### src/rtl/id_ex_stage_pkg.sv
// Shared RV32I core definitions: opcodes, func7 codes, forwarding selects
// and the payload record carried by the ID/EX pipeline register.
package id_ex_stage_pkg;

  localparam logic [31:0] ZERO_32BIT = 32'h0000_0000;

  localparam logic [6:0] OPCODE_LOAD  = 7'b000_0011;
  localparam logic [6:0] OPCODE_ITYPE = 7'b001_0011;
  localparam logic [6:0] OPCODE_AUIPC = 7'b001_0111;
  localparam logic [6:0] OPCODE_STORE = 7'b010_0011;
  localparam logic [6:0] OPCODE_RTYPE = 7'b011_0011;
  localparam logic [6:0] OPCODE_LUI   = 7'b011_0111;
  localparam logic [6:0] OPCODE_BTYPE = 7'b110_0011;
  localparam logic [6:0] OPCODE_JALR  = 7'b110_0111;
  localparam logic [6:0] OPCODE_JAL   = 7'b110_1111;

  localparam logic [6:0] FUNC7_NORMAL = 7'b000_0000;
  localparam logic [6:0] FUNC7_ALT    = 7'b010_0000;

  // Where a source operand comes from once hazards are resolved.
  typedef enum logic [1:0] {
    FORWARD_ORG = 2'd0,
    FORWARD_MEM = 2'd1,
    FORWARD_WB  = 2'd2
  } fwd_sel_e;

  // Everything the execute stage needs from one held instruction.
  typedef struct packed {
    logic [31:0] op1;
    logic [31:0] op2;
    logic [31:0] rs2Data;
    logic [31:0] pc;
    logic [31:0] imm;
    logic [6:0]  opcode;
    logic [2:0]  func3;
    logic [6:0]  func7;
    logic [4:0]  rdAddr;
  } ex_payload_t;

  // Only register-register ALU ops and branch compares feed rs2 into the
  // second ALU port; everything else uses the immediate there.
  function automatic logic usesRs2Operand(input logic [6:0] opcode);
    return (opcode == OPCODE_RTYPE) || (opcode == OPCODE_BTYPE);
  endfunction

endpackage

### src/rtl/id_ex_stage_operand_fwd_mux.sv
// Resolves one source operand against the EX/MEM and MEM/WB producers.
// The younger MEM result wins over WB, and x0 is never forwarded.
module operand_fwd_mux
  import id_ex_stage_pkg::*;
(
  input  logic [4:0]  srcAddr_i,
  input  logic [31:0] regData_i,
  input  logic        memRegWrite_i,
  input  logic [4:0]  memRdAddr_i,
  input  logic [31:0] memFwdData_i,
  input  logic        wbRegWrite_i,
  input  logic [4:0]  wbRdAddr_i,
  input  logic [31:0] wbFwdData_i,
  output logic [31:0] fwdData_o
);

  fwd_sel_e fwdSel;

  // Pick the operand source, MEM first, never for register x0.
  always_comb begin
    fwdSel = FORWARD_ORG;
    if (memRegWrite_i && (memRdAddr_i == srcAddr_i) && (srcAddr_i != 5'd0)) begin
      fwdSel = FORWARD_MEM;
    end else if (wbRegWrite_i && (wbRdAddr_i == srcAddr_i) && (srcAddr_i != 5'd0)) begin
      fwdSel = FORWARD_WB;
    end
  end

  // Steer the selected value onto the operand.
  always_comb begin
    fwdData_o = regData_i;
    case (fwdSel)
      FORWARD_MEM: fwdData_o = memFwdData_i;
      FORWARD_WB:  fwdData_o = wbFwdData_i;
      default:     fwdData_o = regData_i;
    endcase
  end

endmodule

### src/rtl/id_ex_stage.sv
// ID/EX pipeline register for an RV32I core. Forwarding is resolved as the
// instruction is captured, so the execute stage sees final operands. The
// stage holds under backpressure and kills its contents on flush.
module id_ex_stage
  import id_ex_stage_pkg::*;
(
  input  logic        clk,
  input  logic        rst,
  input  logic        in_valid,
  output logic        in_ready,
  input  logic [31:0] in_pc,
  input  logic [31:0] in_imm,
  input  logic [31:0] in_rs1_data,
  input  logic [31:0] in_rs2_data,
  input  logic [4:0]  in_rs1_addr,
  input  logic [4:0]  in_rs2_addr,
  input  logic [4:0]  in_rd_addr,
  input  logic [6:0]  in_opcode,
  input  logic [2:0]  in_func3,
  input  logic [6:0]  in_func7,
  input  logic        mem_reg_write,
  input  logic [4:0]  mem_rd_addr,
  input  logic [31:0] mem_fwd_data,
  input  logic        wb_reg_write,
  input  logic [4:0]  wb_rd_addr,
  input  logic [31:0] wb_fwd_data,
  input  logic        flush,
  input  logic        out_ready,
  output logic        out_valid,
  output logic [31:0] out_op1,
  output logic [31:0] out_op2,
  output logic [31:0] out_rs2_data,
  output logic [31:0] out_pc,
  output logic [31:0] out_imm,
  output logic [6:0]  out_opcode,
  output logic [2:0]  out_func3,
  output logic [6:0]  out_func7,
  output logic [4:0]  out_rd_addr
);

  logic        valid_q;
  logic        valid_d;
  ex_payload_t payload_q;
  ex_payload_t payload_d;
  logic [31:0] rs1Fwd;
  logic [31:0] rs2Fwd;
  logic        captureEn;

  operand_fwd_mux u_rs1_fwd (
    .srcAddr_i     (in_rs1_addr),
    .regData_i     (in_rs1_data),
    .memRegWrite_i (mem_reg_write),
    .memRdAddr_i   (mem_rd_addr),
    .memFwdData_i  (mem_fwd_data),
    .wbRegWrite_i  (wb_reg_write),
    .wbRdAddr_i    (wb_rd_addr),
    .wbFwdData_i   (wb_fwd_data),
    .fwdData_o     (rs1Fwd)
  );

  operand_fwd_mux u_rs2_fwd (
    .srcAddr_i     (in_rs2_addr),
    .regData_i     (in_rs2_data),
    .memRegWrite_i (mem_reg_write),
    .memRdAddr_i   (mem_rd_addr),
    .memFwdData_i  (mem_fwd_data),
    .wbRegWrite_i  (wb_reg_write),
    .wbRdAddr_i    (wb_rd_addr),
    .wbFwdData_i   (wb_fwd_data),
    .fwdData_o     (rs2Fwd)
  );

  assign in_ready  = !valid_q || out_ready;
  assign captureEn = in_valid && in_ready && !flush;

  // Next-state: flush kills, capture loads, a drained slot empties, else hold.
  always_comb begin
    valid_d   = valid_q;
    payload_d = payload_q;
    if (flush) begin
      valid_d          = 1'b0;
      payload_d.opcode = 7'd0;
      payload_d.func3  = 3'd0;
      payload_d.func7  = 7'd0;
    end else if (captureEn) begin
      valid_d           = 1'b1;
      payload_d.op1     = rs1Fwd;
      payload_d.op2     = usesRs2Operand(in_opcode) ? rs2Fwd : in_imm;
      payload_d.rs2Data = rs2Fwd;
      payload_d.pc      = in_pc;
      payload_d.imm     = in_imm;
      payload_d.opcode  = in_opcode;
      payload_d.func3   = in_func3;
      payload_d.func7   = in_func7;
      payload_d.rdAddr  = in_rd_addr;
    end else if (in_ready) begin
      valid_d = 1'b0;
    end
  end

  // Pipeline register with synchronous reset clearing every field.
  always_ff @(posedge clk) begin
    if (rst) begin
      valid_q           <= 1'b0;
      payload_q.op1     <= ZERO_32BIT;
      payload_q.op2     <= ZERO_32BIT;
      payload_q.rs2Data <= ZERO_32BIT;
      payload_q.pc      <= ZERO_32BIT;
      payload_q.imm     <= ZERO_32BIT;
      payload_q.opcode  <= 7'd0;
      payload_q.func3   <= 3'd0;
      payload_q.func7   <= 7'd0;
      payload_q.rdAddr  <= 5'd0;
    end else begin
      valid_q   <= valid_d;
      payload_q <= payload_d;
    end
  end

  assign out_valid    = valid_q;
  assign out_op1      = payload_q.op1;
  assign out_op2      = payload_q.op2;
  assign out_rs2_data = payload_q.rs2Data;
  assign out_pc       = payload_q.pc;
  assign out_imm      = payload_q.imm;
  assign out_opcode   = payload_q.opcode;
  assign out_func3    = payload_q.func3;
  assign out_func7    = payload_q.func7;
  assign out_rd_addr  = payload_q.rdAddr;

endmodule

### config.mk
export PLATFORM = sky130hd
export DESIGN_NAME = id_ex_stage
export DESIGN_NICKNAME = d
export VERILOG_FILES = /design/src/rtl/id_ex_stage_pkg.sv /design/src/rtl/id_ex_stage_operand_fwd_mux.sv /design/src/rtl/id_ex_stage.sv
export SDC_FILE = /design/constraint.sdc
export NUM_CORES = 1
export LEC_CHECK = 0
export ABC_CLOCK_PERIOD_IN_PS = 3800
export CAP_MARGIN = 5
export CORE_AREA = 2 2 166 168
export CTS_BUF_LIST = sky130_fd_sc_hd__clkbuf_16
export CTS_CLUSTER_SIZE = 40
export DETAILED_ROUTE_END_ITERATION = 10
export DIE_AREA = 0 0 168 170
export DONT_BUFFER_PORTS = 1
export GPL_TIMING_DRIVEN = 0
export PLACE_DENSITY_LB_ADDON = 0.3
export SLEW_MARGIN = 20
export SYNTH_ARGS = -nofsm -noshare
export SYNTH_HDL_FRONTEND = slang
export SYNTH_SLANG_ARGS = --single-unit
### constraint.sdc
create_clock -name clk -period 3.8 [get_ports clk]
set_clock_uncertainty 0.2 [all_clocks]
set_input_delay 0.76 -clock clk [delete_from_list [all_inputs] [get_ports clk]]
set_output_delay 0.76 -clock clk [all_outputs]
set_load 0.005 [all_outputs]
==> results.md <==
- Sequential-to-total area share from yosys stat: between 40 and 50%
- Simple-gate share of the synthesized area: between 10% and 20%
- Multiplexer share of the synthesized area: between 3 and 4%
- WHS: 0.246 ns
- Hold-fix buffers, CTS: 0
- Net Switching: roughly 0.0013 W
- Pin count of the biggest net entering global routing: 19
- PwrDens: approximately 450 nW/um^2
- Initial DRC Count: 577
- Final Instance Area: between 9000 and 10000 um^2
- Nets@finish: ~1300
- P&R area growth vs syn: 11.3%
- Critical Path RT: roughly 3.9 ns
- Routed WL per cell: around 27 um
- Vias in the first global route: roughly 8400
- Cells after Synth: about 1100
- Synth cell types: 34
- Crit-path cells: xor2_1, a211oi_2, clkbuf_1, a21boi_0, o31ai_1, a211oi_1
- Fin Setup TNS: 0 ns
- Worst-path fanout max: 10
- Row Count: 60
- Relative slew margins: between 20% and 30%
- Setup Crit Path Kind: input pin to flip-flop
- Peak VDD IR: approximately 0.3 mV
- CTS Sinks: about 180
- Status: complete, no violations
- Core outline area: ~27000 um^2
- FF+latch count, synth: 183
- Inserted Clock Buffers: 17
- Highest clock rate: approximately 0.32 GHz
- GP Congestion: around 0.9
- DRC viols: 0
- Post-synth top area share: ~41%
- Avg Synthesized Cell Area: 8.23 um^2
- Synth area leader: dfxtp_1
- Initial core utilization: roughly a third
- Root Buffer: clkbuf_16
- Slowest cell on crit path: a211oi_2
- Cell-internal power: around 0.0030 W
- Post-DP HPWL: ~30000 um
- Clock power frac: 40.3%
- H-Tree Depth: 4
- Worst-Skew Late Latency: ~0.43 ns
- CP top delay family: compound AO/OA/AOI/OAI gates
- Fill count: about 2900
- Final period utilization: just over 80%
- Mapped Area: a little under 9000 um^2
- Clock buffer depth: 2
- Crit path time final: roughly 3.1 ns
- Startpoint types: input pin
- Static Leak: about 3.7 nW
- Critical Path AT: between 3 and 4 ns
- Global-route wire length before repair: between 50000 and 60000 um
- Final ANT Viol Nets: 0
- Grt total ovfl: 0
- Initial antenna violation count: 4
- Share of layout cells above drive strength 1: slightly above 8%
- CP bufs+invs: 1
- Sequential power share: about 48%
- Sw Ratio: 30.6%
- Synth area leaders: dfxtp_1 41%, nand2_1 8.7%, a21oi_1 8.5%, a221oi_2 5.1%, mux2i_1 3.6%
- Total of max-cap violations: 0
- Die ar.: ~29000 um^2
- Reg clk slew, reported paths: 0.09 ns
- Hold crit path type: input pin to flip-flop
- # setup viols final: 0
- Gr usage total: between 20% and 30%
- 1st-pass router iterations: 7
- CTS tree: done
- Post-CTS sizing: 0
- Total I/O pin count: around 430
- Register Area: between 3000 and 4000 um^2
- Unrepaired setup endpoints after global routing: no
- CP endpoint kind: flip-flop
- Final instance count without filler cells: between 1000 and 1500
- Largest family of logic cells by synthesized area: compound AO/OA/AOI/OAI gates
- Vias: 8669
- Placed cell areas: slightly above 9000 um^2
- Synth Area in XOR/XNOR: about 2.1%
- Dpl ws: roughly 0.21 ns
- Synth warn: 0
- Worst-margin pin slew: between 1 and 1.5 ns
- Max stage delay on crit path: between 0.8 and 0.9 ns
- Port Buf Inserts: 0
- DIE WIDTH: ~170 um
- Worst Setup Slack, final: between 0.6 and 0.7 ns
- Final-report hold violation count: 0
- Multi-input combinational cell area: about 4600 um^2
- Die Ht: about 170 um
- Vias/cell: about 6
- Final Max Tran Viols: 0
- Logic gate share of total power: a little under an eighth
- Synth Net Count: roughly 1300
- # Post-CTS Setup Buffers: 0
- Fraction of the mapped netlist area in compound gates: a little under a third
- Post-Synth Adder-Cell Area: 0%
- Placed insts: about 1400
- DRT Wirelength: ~40000 um
[flip-flops by register name (all words and copies together), names as in the netlist]
name	cells
out_imm	32
out_op1	32
out_op2	32
out_pc	32
out_rs2_data	32
out_func7	7
out_opcode	7
out_rd_addr	5
out_func3	3
out_valid	1
[cell type report]
cell class / count / share of cell area [%]
antenna: 3 / 0.0763
clock buffer: 17 / 4.32
inverter: 36 / 1.37
tap: 341 / 4.34
clock inverter: 14 / 1.44
buffer: 105 / 4.49
multi-input combinational: 750 / 46.7
sequential: 183 / 37.2
[through the flow]
stage               utilization, %  total power, W
finish                        36.9         0.00440
global route                  36.9         0.00457
CTS                           36.9         0.00442
detailed placement            34.8         0.00267
global placement              34.8         0.00266
floorplan                        -         0.00248
[synth_stat cells]
master    number
a211oi_2       1
xnor2_1        7
and3_1        32
or2_2          1
o31ai_1       32
nor4_4         2
nor4_1         2
o311ai_0      18
a21boi_0      32
nand2b_1       2
dfxtp_1      183
a221oi_1       2
a211oi_1      33
nand4_1        3
a221oi_2      30
o21bai_1      32
xor2_1        14
nor4_2         1
clkbuf_1      75
nand2_1      205
or4_4          1
mux2i_1       32
inv_1         36
a21oi_1      151
nor3b_1        1
buf_1          7
buf_2         20
nor2_1        34
and2_1         3
o311ai_1      14
nand3_1       32
a31oi_1       32
nor2_4         1
buf_6          3
[cell families (layout without fill, tap and decap cells)]
group                     Yosys count  after routing
AOI/OAI and AO/OA                 377            377
xor gates and xnor gates           21             21
and+or+nand+nor                   320            320
other                               0              3
DFF                               183            183
muxes                              32             32
buffers and inverters             141            172
[worst paths after layout]
| kind | start | cells past startpoint | to | slack [ns] |
|---|---|---|---|---|
| worst max-delay path | in_rs2_addr[1] | 6 | out_op2[30]$_SDFFE_PP0P_ | 0.68 |
| worst min-delay path | in_imm[13] | 2 | out_imm[13]$_SDFFE_PP0P_ | 0.25 |
| worst max register to register | out_valid$_SDFFE_PP0P_ | 7 | out_rs2_data[20]$_SDFFE_PP0P_ | 0.70 |
| worst min register to register | out_func7[1]$_SDFFE_PP0P_ | 2 | out_func7[1]$_SDFFE_PP0P_ | 0.28 |
[layer usage]
layer  global-route usage, %  wire [um]
met5                       0         25
met4                    7.67        972
met2                    46.7      19500
met1                    31.0      15200
met3                    8.70       3590
[layout by cell type, fill, tap and decap left out, types with 33 or more instances in the layout]
cell type,synthesis,final
nand2_1,205,205
dfxtp_1,183,183
a21oi_1,151,151
clkbuf_1,75,75
inv_1,36,37
nor2_1,34,34
a211oi_1,33,33
[power by group through the flow]
stage	logic [W]	clock network [W]	registers, W
floorplan	0.000352	0	0.00212
global placement	0.000494	0	0.00216
detailed placement	0.000504	0	0.00216
CTS	0.000505	0.00180	0.00212
global route	0.000558	0.00188	0.00213
finish	0.000506	0.00177	0.00212
[worst register-to-register path, delay by kind of cell, from the launching register on]
family	cells	cell delay, ns
buf+inv	2	1.16
simple gates	3	0.78
compound gates	2	0.56
flops	1	0.33
Note: power is estimated with default switching activity, not from simulation.
